**src/rtl/syn_lb_host_bridge_pkg.sv**
```systemverilog
// syn_lb_pkg: shared types and constants for the local bus host bridge
package syn_lb_pkg;
    typedef enum logic [1:0] {IDLE, ISSUE, WAIT, DONE} lb_brdg_st_t;
    localparam logic [31:0] LB_TOUT_RDATA = 32'hDEAD_BEEF;
endpackage

```
**src/rtl/syn_lb_host_bridge_if.sv**
```systemverilog
// syn_lb_intf: internal local bus between a single master and the register slaves
interface syn_lb_intf #(
    parameter int DATA_W = 32,
    parameter int ADDR_W = 8
);
    logic              rd_en;
    logic              wr_en;
    logic [ADDR_W-1:0] addr;
    logic [DATA_W-1:0] wr_data;
    logic              wr_valid;
    logic              rd_valid;
    logic [DATA_W-1:0] rd_data;
    modport master(output rd_en, wr_en, addr, wr_data, input wr_valid, rd_valid, rd_data);
    modport slave(input rd_en, wr_en, addr, wr_data, output wr_valid, rd_valid, rd_data);
endinterface

```
**src/rtl/syn_lb_host_bridge.sv**
```systemverilog
// syn_lb_host_bridge: host single-request master for the local bus, one transaction
// outstanding, every transaction bounded by a timeout
module syn_lb_host_bridge
    import syn_lb_pkg::*;
#(
    parameter int                DATA_W      = 32,
    parameter int                ADDR_W      = 8,
    parameter int                TOUT_CYCLES = 64,
    parameter logic [DATA_W-1:0] TOUT_RDATA  = DATA_W'(LB_TOUT_RDATA)
) (
    input  logic              clk_ir,
    input  logic              rst_il,
    input  logic              host_req,
    input  logic              host_wr,
    input  logic [ADDR_W-1:0] host_addr,
    input  logic [DATA_W-1:0] host_wdata,
    output logic              host_busy,
    output logic              host_done,
    output logic [DATA_W-1:0] host_rdata,
    output logic              host_err,
    syn_lb_intf.master        lb
);
    localparam int CW = $clog2(TOUT_CYCLES) + 1;
    lb_brdg_st_t   st, st_n;
    logic          wr_q;
    logic [CW-1:0] cnt;
    logic          rsp;
    logic          tout;
    logic          fin;
    // counter starts at 0 in the strobe cycle, so expiry lands TOUT_CYCLES cycles after the strobe
    always_comb begin
        rsp  = wr_q ? lb.wr_valid : lb.rd_valid;
        tout = cnt == CW'(TOUT_CYCLES - 1);
        st_n = st;
        case (st)
            IDLE:    st_n = host_req ? ISSUE : IDLE;
            ISSUE:   st_n = rsp ? DONE : WAIT;
            WAIT:    st_n = (rsp || tout) ? DONE : WAIT;
            default: st_n = IDLE;
        endcase
        fin = (st == ISSUE || st == WAIT) && st_n == DONE;
    end
    always_ff @(posedge clk_ir) begin
        if (rst_il) st <= IDLE;
        else st <= st_n;
    end
    always_ff @(posedge clk_ir) begin
        if (rst_il) begin
            wr_q       <= 1'b0;
            cnt        <= '0;
            host_busy  <= 1'b0;
            host_done  <= 1'b0;
            host_rdata <= '0;
            host_err   <= 1'b0;
            lb.rd_en   <= 1'b0;
            lb.wr_en   <= 1'b0;
            lb.addr    <= '0;
            lb.wr_data <= '0;
        end else begin
            lb.rd_en  <= st == IDLE && host_req && !host_wr;
            lb.wr_en  <= st == IDLE && host_req && host_wr;
            host_busy <= st_n == ISSUE || st_n == WAIT;
            host_done <= fin;
            cnt       <= st == IDLE ? '0 : cnt + 1'b1;
            if (st == IDLE && host_req) begin
                wr_q       <= host_wr;
                lb.addr    <= host_addr;
                lb.wr_data <= host_wdata;
            end
            // a response in the expiry cycle still wins over the timeout
            if (fin) begin
                host_err <= !rsp;
                if (!wr_q) host_rdata <= rsp ? lb.rd_data : TOUT_RDATA;
            end
        end
    end
endmodule

```
**src/flat_wrapper.sv**
```systemverilog
// flat-port wrapper written by rule: the top's interface ports become plain ports
module syn_lb_host_bridge_flat import syn_lb_pkg::*;
#(
    parameter int                DATA_W      = 32,
    parameter int                ADDR_W      = 8,
    parameter int                TOUT_CYCLES = 64,
    parameter logic [DATA_W-1:0] TOUT_RDATA  = DATA_W'(LB_TOUT_RDATA)
)
  (clk_ir, rst_il, host_req, host_wr, host_addr, host_wdata, host_busy, host_done, host_rdata, host_err, lb_rd_en, lb_wr_en, lb_addr, lb_wr_data, lb_wr_valid, lb_rd_valid, lb_rd_data);
  syn_lb_intf #(.DATA_W(DATA_W), .ADDR_W(ADDR_W)) lb_i ();
  input  logic clk_ir;
  input  logic rst_il;
  input  logic host_req;
  input  logic host_wr;
  input  logic [ADDR_W-1:0] host_addr;
  input  logic [DATA_W-1:0] host_wdata;
  output logic host_busy;
  output logic host_done;
  output logic [DATA_W-1:0] host_rdata;
  output logic host_err;
  output wire logic [$bits(lb_i.rd_en)-1:0] lb_rd_en;
  output wire logic [$bits(lb_i.wr_en)-1:0] lb_wr_en;
  output wire logic [$bits(lb_i.addr)-1:0] lb_addr;
  output wire logic [$bits(lb_i.wr_data)-1:0] lb_wr_data;
  input wire logic [$bits(lb_i.wr_valid)-1:0] lb_wr_valid;
  input wire logic [$bits(lb_i.rd_valid)-1:0] lb_rd_valid;
  input wire logic [$bits(lb_i.rd_data)-1:0] lb_rd_data;
  assign lb_rd_en = lb_i.rd_en;
  assign lb_wr_en = lb_i.wr_en;
  assign lb_addr = lb_i.addr;
  assign lb_wr_data = lb_i.wr_data;
  assign lb_i.wr_valid = lb_wr_valid;
  assign lb_i.rd_valid = lb_rd_valid;
  assign lb_i.rd_data = lb_rd_data;
  syn_lb_host_bridge #(.DATA_W(DATA_W), .ADDR_W(ADDR_W), .TOUT_CYCLES(TOUT_CYCLES), .TOUT_RDATA(TOUT_RDATA)) u_core (.clk_ir(clk_ir), .rst_il(rst_il), .host_req(host_req), .host_wr(host_wr), .host_addr(host_addr), .host_wdata(host_wdata), .host_busy(host_busy), .host_done(host_done), .host_rdata(host_rdata), .host_err(host_err), .lb(lb_i));
endmodule
```
**config.mk**
```make
export PLATFORM = sky130hd
export DESIGN_NAME = syn_lb_host_bridge_flat
export DESIGN_NICKNAME = d
export VERILOG_FILES = /design/src/rtl/syn_lb_host_bridge_pkg.sv /design/src/rtl/syn_lb_host_bridge_if.sv /design/src/rtl/syn_lb_host_bridge.sv /design/src/flat_wrapper.sv
export SDC_FILE = /design/constraint.sdc
export NUM_CORES = 1
export LEC_CHECK = 0
export ABC_AREA = 0
export BUFFER_PORTS_ARGS = -buffer_cell sky130_fd_sc_hd__buf_2
export CAP_MARGIN = 20
export CORE_ASPECT_RATIO = 1.4
export CORE_UTILIZATION = 41
export DETAILED_ROUTE_END_ITERATION = 10
export PLACE_DENSITY = 0.75
export SYNTH_ARGS = -nofsm -noshare
export SYNTH_HDL_FRONTEND = slang
export SYNTH_SLANG_ARGS = --single-unit
```
**constraint.sdc**
```tcl
create_clock -name clk_ir -period 2.3 [get_ports clk_ir]
set_input_delay 0.46 -clock clk_ir [delete_from_list [all_inputs] [get_ports clk_ir]]
set_output_delay 0.46 -clock clk_ir [all_outputs]
set_load 0.02 [all_outputs]
```
# Yosys cells after proc, flatten, opt, wreduce, memory -nomap -nowiden
# Cells that the tools add are included.
# classes
add_sub_neg	1
n_eq_ne	6
muxes	6
bitwise	1
reduce_logical	12
# op_table
operator	count
two-way mux 32 bit	1
adder 7 x 1 -> 7 bit (second input constant)	1
== test 7 x 6 -> 1 bit (second input constant)	1
== test 2 bit (second input constant)	3
case mux 2 bit (3 select lines)	1
== test 2 x 1 -> 1 bit (second input constant)	2
logical AND 1 bit	4
two-way mux 1 bit	4
logical OR 1 bit	3
logical NOT 1 bit	2
logical NOT 2 bit	1
AND reduction 2 bit	1
OR reduction 2 bit	1
NOT 1 bit	1
# totals
reg_bits	87
in_bits	78
output_inout_bits	77
word_cells	37

# Depth between registers and ports, before layout
# Gate-level depths: netlist (run 1).
# depth
word_depth	7
mapped_depth	11
ltp_nobuf	9

# Worst setup path after synthesis (run 1)
# No wires, ideal clock.
# synth_path
kind	reg-to-reg
from	register u_core.cnt[0]
to	register u_core.host_rdata[4]
setup_time_ns	0.070
arrival_ns	2.179
required_time_ns	2.230
setup_slack_ns	0.050
stages_incl_launch_ff	11
n_path_buf	2
cell_sequence	dfxtp_1 -> ha_1 -> nand3_2 -> or4_4 -> a21oi_1 -> ha_1 -> and3b_1 -> clkbuf_1 -> buf_2 -> nand3_1 -> a21oi_1
# synth_via
elab_chain_len	7
# synth_lines
element	line_no	rtl
start: declaration	syn_lb_host_bridge.sv:26	logic [CW-1:0] cnt;
start signal: assignment	syn_lb_host_bridge.sv:64	cnt <= st == IDLE ? '0 : cnt + 1'b1;
== test 7 x 6 -> 1 bit	syn_lb_host_bridge.sv:33	tout = cnt == CW'(TOUT_CYCLES - 1);
logical OR 1 bit	syn_lb_host_bridge.sv:38	WAIT: st_n = (rsp || tout) ? DONE : WAIT;
two-way mux 1 bit	syn_lb_host_bridge.sv:38	
case mux 2 bit (3 select lines)	syn_lb_host_bridge.sv:35	case (st)
via u_core.st_n[0]	syn_lb_host_bridge.sv:24	lb_brdg_st_t st, st_n;
== test 2 bit	syn_lb_host_bridge.sv:41	fin = (st == ISSUE || st == WAIT) && st_n == DONE;
logical AND 1 bit	syn_lb_host_bridge.sv:41	
AND reduction 2 bit (no source line)	n/a	
end signal: assignment	syn_lb_host_bridge.sv:73	if (!wr_q) host_rdata <= rsp ? lb.rd_data : TOUT_RDATA;
end: declaration	syn_lb_host_bridge.sv:19	output logic [DATA_W-1:0] host_rdata,
# The timed path passes the listed nets, and every way through them passes these cells.
# A chain may end at the register's enable or synchronous reset.

# Final worst setup path (run 1)
# layout_path
from	register u_core.cnt[1]
to	register u_core.host_rdata[8]
# Same word-level chain as after synthesis.

==> results_tabular.tex, run 1 <==
\begin{tabular}{lr}
\hline
Metric & Value \\
\hline
\multicolumn{2}{l}{\textbf{Outcome}} \\
\quad Status & completed \\
\multicolumn{2}{l}{\textbf{Critical path}} \\
\quad Register-to-register setup slack & 40 ps \\
\quad Worst path slowest cell & or4\_4 \\
\quad Cell chain of the critical path & ha\_4 > nand3\_4 > or4\_4 > a21oi\_2 > ha\_2 > and3b\_2 > clkbuf\_16 > nand3\_2 > a21oi\_2 \\
\quad Count of buffering cells on the critical path with inverters included & 1 \\
\quad Critical path class & flip-flop to flip-flop \\
\quad Data required, critical path & 2590 ps \\
\quad Stage delay of the slowest cell on the critical path & 540 ps \\
\quad Endpoint of the worst register-to-register path & u\_core.host\_rdata[8] \\
\quad CP dominant cell by count & a21oi\_2 \\
\quad Critical path fanouts, max & 8 \\
\quad Timing startpoint of the critical path & u\_core.cnt[1] \\
\quad Stages on the worst setup path & 9 \\
\quad Cell family with most CP delay & simple AND/OR/NAND/NOR gates \\
\quad CP Capture Point & u\_core.host\_rdata[8] \\
\quad Worst flop-to-flop path startpoint & u\_core.cnt[1] \\
\quad Nature of the critical path endpoint & flip-flop \\
\quad CP Data Arrival Time & 2550 ps \\
\quad Logic depth of the worst register-to-register path & 9 \\
\quad Critical Path Source Type & flip-flop \\
\multicolumn{2}{l}{\textbf{Finish}} \\
\quad Proportion of layout cells with a drive suffix above 1 & 43.44\% \\
\quad Finished Core Util & $\sim$60\% \\
\quad Final design instance area without fill & 4559 um\^{}2 \\
\quad Net count of the finished layout & between 600 and 700 \\
\quad Multi-input logic area & about 1500 um\^{}2 \\
\quad Count of inserted antenna diode cells & 0 \\
\quad Final standard cell count with taps included and fillers excluded & 638 \\
\quad Filler Cells Inserted & around 640 \\
\quad Growth of design area from synthesis to finish & 42.45\% \\
\quad Register cell area after layout & 1750 um\^{}2 \\
\multicolumn{2}{l}{\textbf{Timing}} \\
\quad Final Max Tran Viols & 0 \\
\quad Post-route fraction of the period consumed by the critical path & 98.20\% \\
\quad Final worst clock skew & 16.86 ps \\
\quad Highest achievable clock rate & 0.4428 GHz \\
\quad Unrepaired setup endpoints after global routing & yes \\
\quad Worst Max-Slew Pin Slew & 627.6 ps \\
\quad Hold Violations, Final & 0 \\
\quad Minimum clock period & around 2300 ps \\
\quad Post-route setup slack & approximately 42 ps \\
\quad Worst slew margin relative to its limit & 58.16\% \\
\quad Count of final setup violators & 0 \\
\multicolumn{2}{l}{\textbf{Placement}} \\
\quad Pre-CTS worst setup slack & -55.89 ps \\
\quad Port Buf Inserts & 154 \\
\quad Detailed placer's ending HPWL & 5.438 mm \\
\quad Cell total after placement & 614 \\
\quad Post-detailed-placement cell area & 4060 um\^{}2 \\
\quad Routability congestion estimate & 0.7953 \\
\multicolumn{2}{l}{\textbf{Floorplanning}} \\
\quad Horiz. Die Dim & 76.67 um \\
\quad Chip Height & 106.5 um \\
\quad Full die area & around 8200 um\^{}2 \\
\quad \# rows & 37 \\
\quad Std-Cell Core Area & 7453 um\^{}2 \\
\quad Effective utilization at floorplan & 42.94\% \\
\quad Top-level I/O count & 155 \\
\multicolumn{2}{l}{\textbf{CTS}} \\
\quad Clock-pin transition on the worst setup and hold timing paths & around 100 ps \\
\quad H-tree lvl count & 3 \\
\quad TritonCTS buffer count & 9 \\
\quad Worst-case clock buffer depth & 2 \\
\quad TritonCTS clock tree & done \\
\quad Clk sinks & 87 \\
\quad CTS root buffer & clkbuf\_8 \\
\quad Number of hold-repair buffers added at the cts stage & 0 \\
\quad Clock network latency to the later pin of the worst-skew pair & 350 ps \\
\multicolumn{2}{l}{\textbf{Power}} \\
\quad IR drop worst, VDD & 0.5057 mV \\
\quad Leakage power summed over all cells & approximately 2 nW \\
\quad Final Total Pwr & roughly 3.6 mW \\
\quad Power density normalized to cell area & 786.0 nW/um\^{}2 \\
\multicolumn{2}{l}{\textbf{Route}} \\
\quad Metal-1 WL & between 3 and 4 mm \\
\quad DRC errors left & 0 \\
\quad Top sig layer & met4 \\
\quad Iteration-0 DRC count of the detailed router & 164 \\
\quad Met3 wire length & 571 um \\
\quad Average wire per standard cell & 13.06 um \\
\quad Routed via count & between 3000 and 4000 \\
\quad Sum of met2 wire segment lengths after detailed routing & 4.214 mm \\
\quad Number of search-and-repair iterations in the first detailed-routing pass & 5 \\
\quad Post-DRT Antenna Nets & 0 \\
\quad Total Wirelength & 8.335 mm \\
\quad Via/cell ratio & roughly 5.0 \\
\multicolumn{2}{l}{\textbf{Global routing}} \\
\quad Global-route congestion overflow total & 0 \\
\quad Largest net degree at the start of global routing & 44 \\
\quad First-pass GRT wire length & 12.96 mm \\
\quad Number of antenna violations at the first check in global routing & 0 \\
\quad Via count of the first global-routing pass & $\sim$2900 \\
\quad GR Util All Layers & 19.70\% \\
\multicolumn{2}{l}{\textbf{Logic synthesis}} \\
\quad Post-synthesis register bit count & 87 \\
\quad Part of the Yosys area used for sequential elements & approximately 54\% \\
\quad Synth Net Count & 468 \\
\quad Synth unique cells & 26 \\
\quad Synth Instances & 384 \\
\quad Netlist area before placement & 3201 um\^{}2 \\
\quad Number of warning messages in the yosys log & 0 \\
\quad Per-instance average area after synthesis & roughly 8.3 um\^{}2 \\
\multicolumn{2}{l}{\textbf{Flow run}} \\
\quad Max-Cap Viols & 0 \\
\multicolumn{2}{l}{\textbf{Hold path}} \\
\quad Kind of path behind the tightest hold check & primary input to flip-flop \\
\hline
\end{tabular}
==> sequential cells by signal, indices dropped and copies added, names as in the netlist <==
| signal | count |
|---|---|
| u_core.host_rdata | 32 |
| u_core.lb.wr_data | 32 |
| u_core.lb.addr | 8 |
| u_core.cnt | 7 |
| u_core.st | 2 |
| u_core.host_busy | 1 |
| u_core.host_done | 1 |
| u_core.host_err | 1 |
| u_core.lb.rd_en | 1 |
| u_core.lb.wr_en | 1 |
| u_core.wr_q | 1 |
==> logic make-up (layout without fill, tap and decap cells) <==
group | after synthesis | count (layout) | synth area share, %
muxes | 1 | 1 | 0.3128
adders and majority gates | 6 | 6 | 2.346
xor gates and xnor gates | 3 | 3 | 0.8211
AOI/OAI and AO/OA | 57 | 57 | 9.226
DFF | 87 | 87 | 54.42
buffers and inverters | 32 | 189 | 4.026
and+or+nand+nor | 198 | 198 | 28.85
==> cell usage after synthesis <==
| cell type | number | area, um^2 |
|---|---|---|
| and3b_1 | 1 | 8.760 |
| clkbuf_1 | 22 | 82.58 |
| a21oi_1 | 53 | 265.3 |
| buf_2 | 7 | 35.03 |
| xnor2_1 | 1 | 8.760 |
| and2_1 | 2 | 12.51 |
| nor3b_1 | 25 | 187.7 |
| a211oi_2 | 1 | 12.51 |
| inv_1 | 3 | 11.26 |
| nor2b_1 | 2 | 12.51 |
| o21ai_0 | 2 | 10.01 |
| nand3_1 | 11 | 55.05 |
| nor3_1 | 25 | 125.1 |
| mux2i_1 | 1 | 10.01 |
| nand2_1 | 95 | 356.6 |
| o21a_1 | 1 | 7.510 |
| or4_4 | 1 | 11.26 |
| nand3_2 | 1 | 10.01 |
| xor2_1 | 2 | 17.52 |
| or2_2 | 1 | 6.260 |
| dfxtp_1 | 87 | 1742 |
| or3_2 | 1 | 7.510 |
| ha_1 | 6 | 75.07 |
| nor2_1 | 31 | 116.4 |
| or3_1 | 1 | 6.260 |
| nand3b_1 | 1 | 7.510 |
==> cell type report <==
cell class / instances / area share, %
repair buffers: 170 / 21.02
clock inverters: 6 / 1.015
clock buffers: 10 / 3.019
multi-input cells: 265 / 33.64
well taps: 97 / 2.662
flip-flops and latches: 87 / 38.39
inverters: 3 / 0.2470
==> what timing repair did <==
action                     CTS  global route
resized for setup            8            45
pin swaps                    0            33
gates cloned                 1             2
setup endpoints to repair   24            32
setup buffers                1             4
==> stage by stage <==
stage	hold WS (ps)	TNS [ps]
after global routing	277.5	-924.9
after detailed placement	442.0	-130.5
final	304.1	0
after global placement	438.7	0
after CTS	281.6	0
after floorplan	429.9	0
==> worst min path at each step <==
stage                     startpoint               endpoint  slack, ps  depth (start not counted)
2_1_floorplan          u_core.cnt[0]          u_core.cnt[0]        430                          1
5_1_grt                      host_wr        u_core.lb.rd_en        280                          2
3_3_place_gp    u_core.host_rdata[8]   u_core.host_rdata[8]        440                          2
4_1_cts                      host_wr        u_core.lb.rd_en        280                          2
6_report                     host_wr        u_core.lb.rd_en        300                          2
3_5_place_dp   u_core.host_rdata[22]  u_core.host_rdata[22]        440                          2
==> cell usage in the layout, fill, tap and decap left out, types with 4 or more instances in the layout <==
master	n
a21oi_2	6
a21oi_1	47
nand3_1	6
nor2_1	26
nor3b_2	15
clkbuf_8	10
buf_2	154
nand2_1	95
buf_4	10
nor2_2	5
nor3_1	20
nor3b_1	10
nand3_2	4
dfxtp_1	84
nor3_2	5
==> report_power, final <==
| part | internal [mW] | switching, mW | total [mW] | leakage, nW |
|---|---|---|---|---|
| registers | 1.65 | 0.0778 | 1.73 | 0.711 |
| logic | 0.340 | 0.547 | 0.887 | 1.21 |
| clock network | 0.425 | 0.543 | 0.968 | 0.0885 |
==> layer usage <==
layer  global-route usage (%)  up-vias
li1                         -     1571
met1                    21.59     1443
met2                    35.01      142
met3                    5.494       15
met4                    8.654        0
met5                        0        -
Power figures use the tool's default switching activity.
==> run 2: changes to the inputs <==
Settings changed: CTS_BUF_LIST set to sky130_fd_sc_hd__clkbuf_16.
==> results_tabular.tex, run 2 (synthesis gave the netlist of run 1 again) <==
\begin{tabular}{lr}
\hline
Metric & Value \\
\hline
\multicolumn{2}{l}{\textbf{Critical path}} \\
\quad Nature of the critical path endpoint & flip-flop \\
\quad CP Capture Point & u\_core.host\_rdata[26] \\
\quad Endpoint of the worst register-to-register path & u\_core.host\_rdata[26] \\
\quad Register-to-register setup slack & between 20 and 30 ps \\
\quad Timing startpoint of the critical path & u\_core.cnt[1] \\
\quad CP Data Arrival Time & 2510 ps \\
\quad Critical path class & flip-flop to flip-flop \\
\quad Logic depth of the worst register-to-register path & 9 \\
\quad Critical path fanouts, max & 16 \\
\quad Data required, critical path & approximately 2500 ps \\
\quad Critical Path Source Type & flip-flop \\
\quad Worst flop-to-flop path startpoint & u\_core.cnt[1] \\
\multicolumn{2}{l}{\textbf{Global routing}} \\
\quad Number of antenna violations at the first check in global routing & 0 \\
\quad Global-route congestion overflow total & 0 \\
\quad First-pass GRT wire length & 12.71 mm \\
\quad GR Util All Layers & 19.32\% \\
\quad Largest net degree at the start of global routing & 44 \\
\quad Via count of the first global-routing pass & 2900 \\
\multicolumn{2}{l}{\textbf{Placement}} \\
\quad Cell total after placement & $\sim$600 \\
\quad Routability congestion estimate & around 0.8 \\
\quad Port Buf Inserts & 154 \\
\quad Detailed placer's ending HPWL & between 5 and 6 mm \\
\quad Pre-CTS worst setup slack & -55.89 ps \\
\multicolumn{2}{l}{\textbf{Timing}} \\
\quad Final worst clock skew & slightly above 10 ps \\
\quad Post-Route Hold Slack & between 300 and 400 ps \\
\quad Count of final setup violators & 0 \\
\quad Post-route setup slack & 28.67 ps \\
\quad Highest achievable clock rate & 0.4403 GHz \\
\quad Minimum clock period & 2271 ps \\
\quad Hold Violations, Final & 0 \\
\quad Worst slew margin relative to its limit & between 50\% and 60\% \\
\quad Total negative setup slack & 0 ps \\
\quad Final Max Tran Viols & 0 \\
\quad Post-route fraction of the period consumed by the critical path & 98.75\% \\
\quad Unrepaired setup endpoints after global routing & yes \\
\quad Worst Max-Slew Pin Slew & 605.4 ps \\
\multicolumn{2}{l}{\textbf{Floorplanning}} \\
\quad Chip Height & between 100 and 150 um \\
\quad Horiz. Die Dim & 76.67 um \\
\quad Top-level I/O count & $\sim$160 \\
\quad \# rows & 37 \\
\quad Full die area & 8168 um\^{}2 \\
\quad Std-Cell Core Area & 7453 um\^{}2 \\
\quad Effective utilization at floorplan & 42.94\% \\
\multicolumn{2}{l}{\textbf{Finish}} \\
\quad Count of inserted antenna diode cells & 0 \\
\quad Proportion of layout cells with a drive suffix above 1 & 42.07\% \\
\quad Growth of design area from synthesis to finish & 45.62\% \\
\quad Final standard cell count with taps included and fillers excluded & roughly 640 \\
\quad Filler Cells Inserted & between 600 and 700 \\
\quad Leading registers by flop count & u\_core.host\_rdata x32, u\_core.lb.wr\_data x32, u\_core.lb.addr x8 \\
\quad Most common cell after layout, fill and taps aside & buf\_2 \\
\quad Commonest cells after routing, fill and taps aside & buf\_2 (154), nand2\_1 (95), dfxtp\_1 (83), a21oi\_1 (52), nor2\_1 (31) \\
\quad Finished Core Util & a little over three fifths \\
\quad Net count of the finished layout & 621 \\
\multicolumn{2}{l}{\textbf{Hold path}} \\
\quad Kind of path behind the tightest hold check & primary input to flip-flop \\
\multicolumn{2}{l}{\textbf{CTS}} \\
\quad CTS root buffer & clkbuf\_16 \\
\quad TritonCTS clock tree & done \\
\quad Worst-case clock buffer depth & 2 \\
\quad Clk sinks & 87 \\
\quad Clock-pin transition on the worst setup and hold timing paths & $\sim$60 ps \\
\quad H-tree lvl count & 3 \\
\quad Number of hold-repair buffers added at the cts stage & 0 \\
\quad Clock network latency to the later pin of the worst-skew pair & around 330 ps \\
\quad TritonCTS buffer count & 9 \\
\multicolumn{2}{l}{\textbf{Flow run}} \\
\quad Max-Cap Viols & 0 \\
\multicolumn{2}{l}{\textbf{Route}} \\
\quad Post-DRT Antenna Nets & 0 \\
\quad Iteration-0 DRC count of the detailed router & 155 \\
\quad Via/cell ratio & roughly 5 \\
\quad DRC errors left & 0 \\
\quad Average wire per standard cell & between 10 and 15 um \\
\quad Number of search-and-repair iterations in the first detailed-routing pass & 4 \\
\quad Routed via count & about 3100 \\
\quad Total Wirelength & 8.299 mm \\
\multicolumn{2}{l}{\textbf{Power}} \\
\quad Leakage power summed over all cells & 2.054 nW \\
\quad IR drop worst, VDD & 0.5897 mV \\
\quad Power density normalized to cell area & 845.0 nW/um\^{}2 \\
\multicolumn{2}{l}{\textbf{Outcome}} \\
\quad Status & completed \\
\hline
\end{tabular}
==> run 2: how the worst min path moves through the flow <==
stage                     startpoint                     to  cells after the start
4_1_cts                      host_wr        u_core.lb.rd_en                      2
5_1_grt                      host_wr        u_core.lb.rd_en                      2
6_report                     host_wr        u_core.lb.rd_en                      2
2_1_floorplan          u_core.cnt[0]          u_core.cnt[0]                      1
3_5_place_dp   u_core.host_rdata[22]  u_core.host_rdata[22]                      2
3_3_place_gp    u_core.host_rdata[8]   u_core.host_rdata[8]                      2
==> run 2: power breakdown <==
part | internal, mW | switching [mW] | total [mW]
Sequential | 1.65 | 0.0763 | 1.73
Combinational | 0.349 | 0.546 | 0.896
Clock | 0.731 | 0.582 | 1.31
Total | 2.73 | 1.20 | 3.94
==> run 2: layout make-up <==
type	instances	area [um^2]	share of cell area, %
clock buffers	9	225.2	4.832
clock inverters	7	50.05	1.074
inverters	3	11.26	0.2416
multi-input cells	265	1519	32.59
flip-flops and latches	87	1752	37.58
well taps	97	121.4	2.604
repair buffers	171	982.2	21.07
==> run 2: through the flow <==
stage	power [mW]	area (um^2)
after floorplan	2.272	3201
after global placement	2.541	4060
after detailed placement	2.561	4060
after CTS	3.887	4350
after global routing	4.159	4661
final	3.938	4661
==> run 2: repair_timing <==
action	4_1_cts	5_1_grt
gates cloned	0	3
buffers inserted	0	6
pin swaps	0	3
endpoints found under the setup margin	24	32
endpoints found under the hold margin	0	0
resized for setup	5	45
==> run 2: metal layers <==
| metal | share of wire, % | GRT usage (%) |
|---|---|---|
| met1 | 40 | 20.87 |
| met2 | 52 | 34.38 |
| met3 | 6.3 | 5.064 |
| met4 | 1.1 | 9.753 |
| met5 | 0 | 0 |
==> run 2: worst max-delay path, stage by stage (launching register included) <==
cell and delay (ps):
dfxtp_4 360, ha_4 150, nand3_4 80, or4_4 510
a21oi_2 160, ha_2 210, and3b_2 250, clkbuf_16 190
nor2_1 50, nor3_1 210
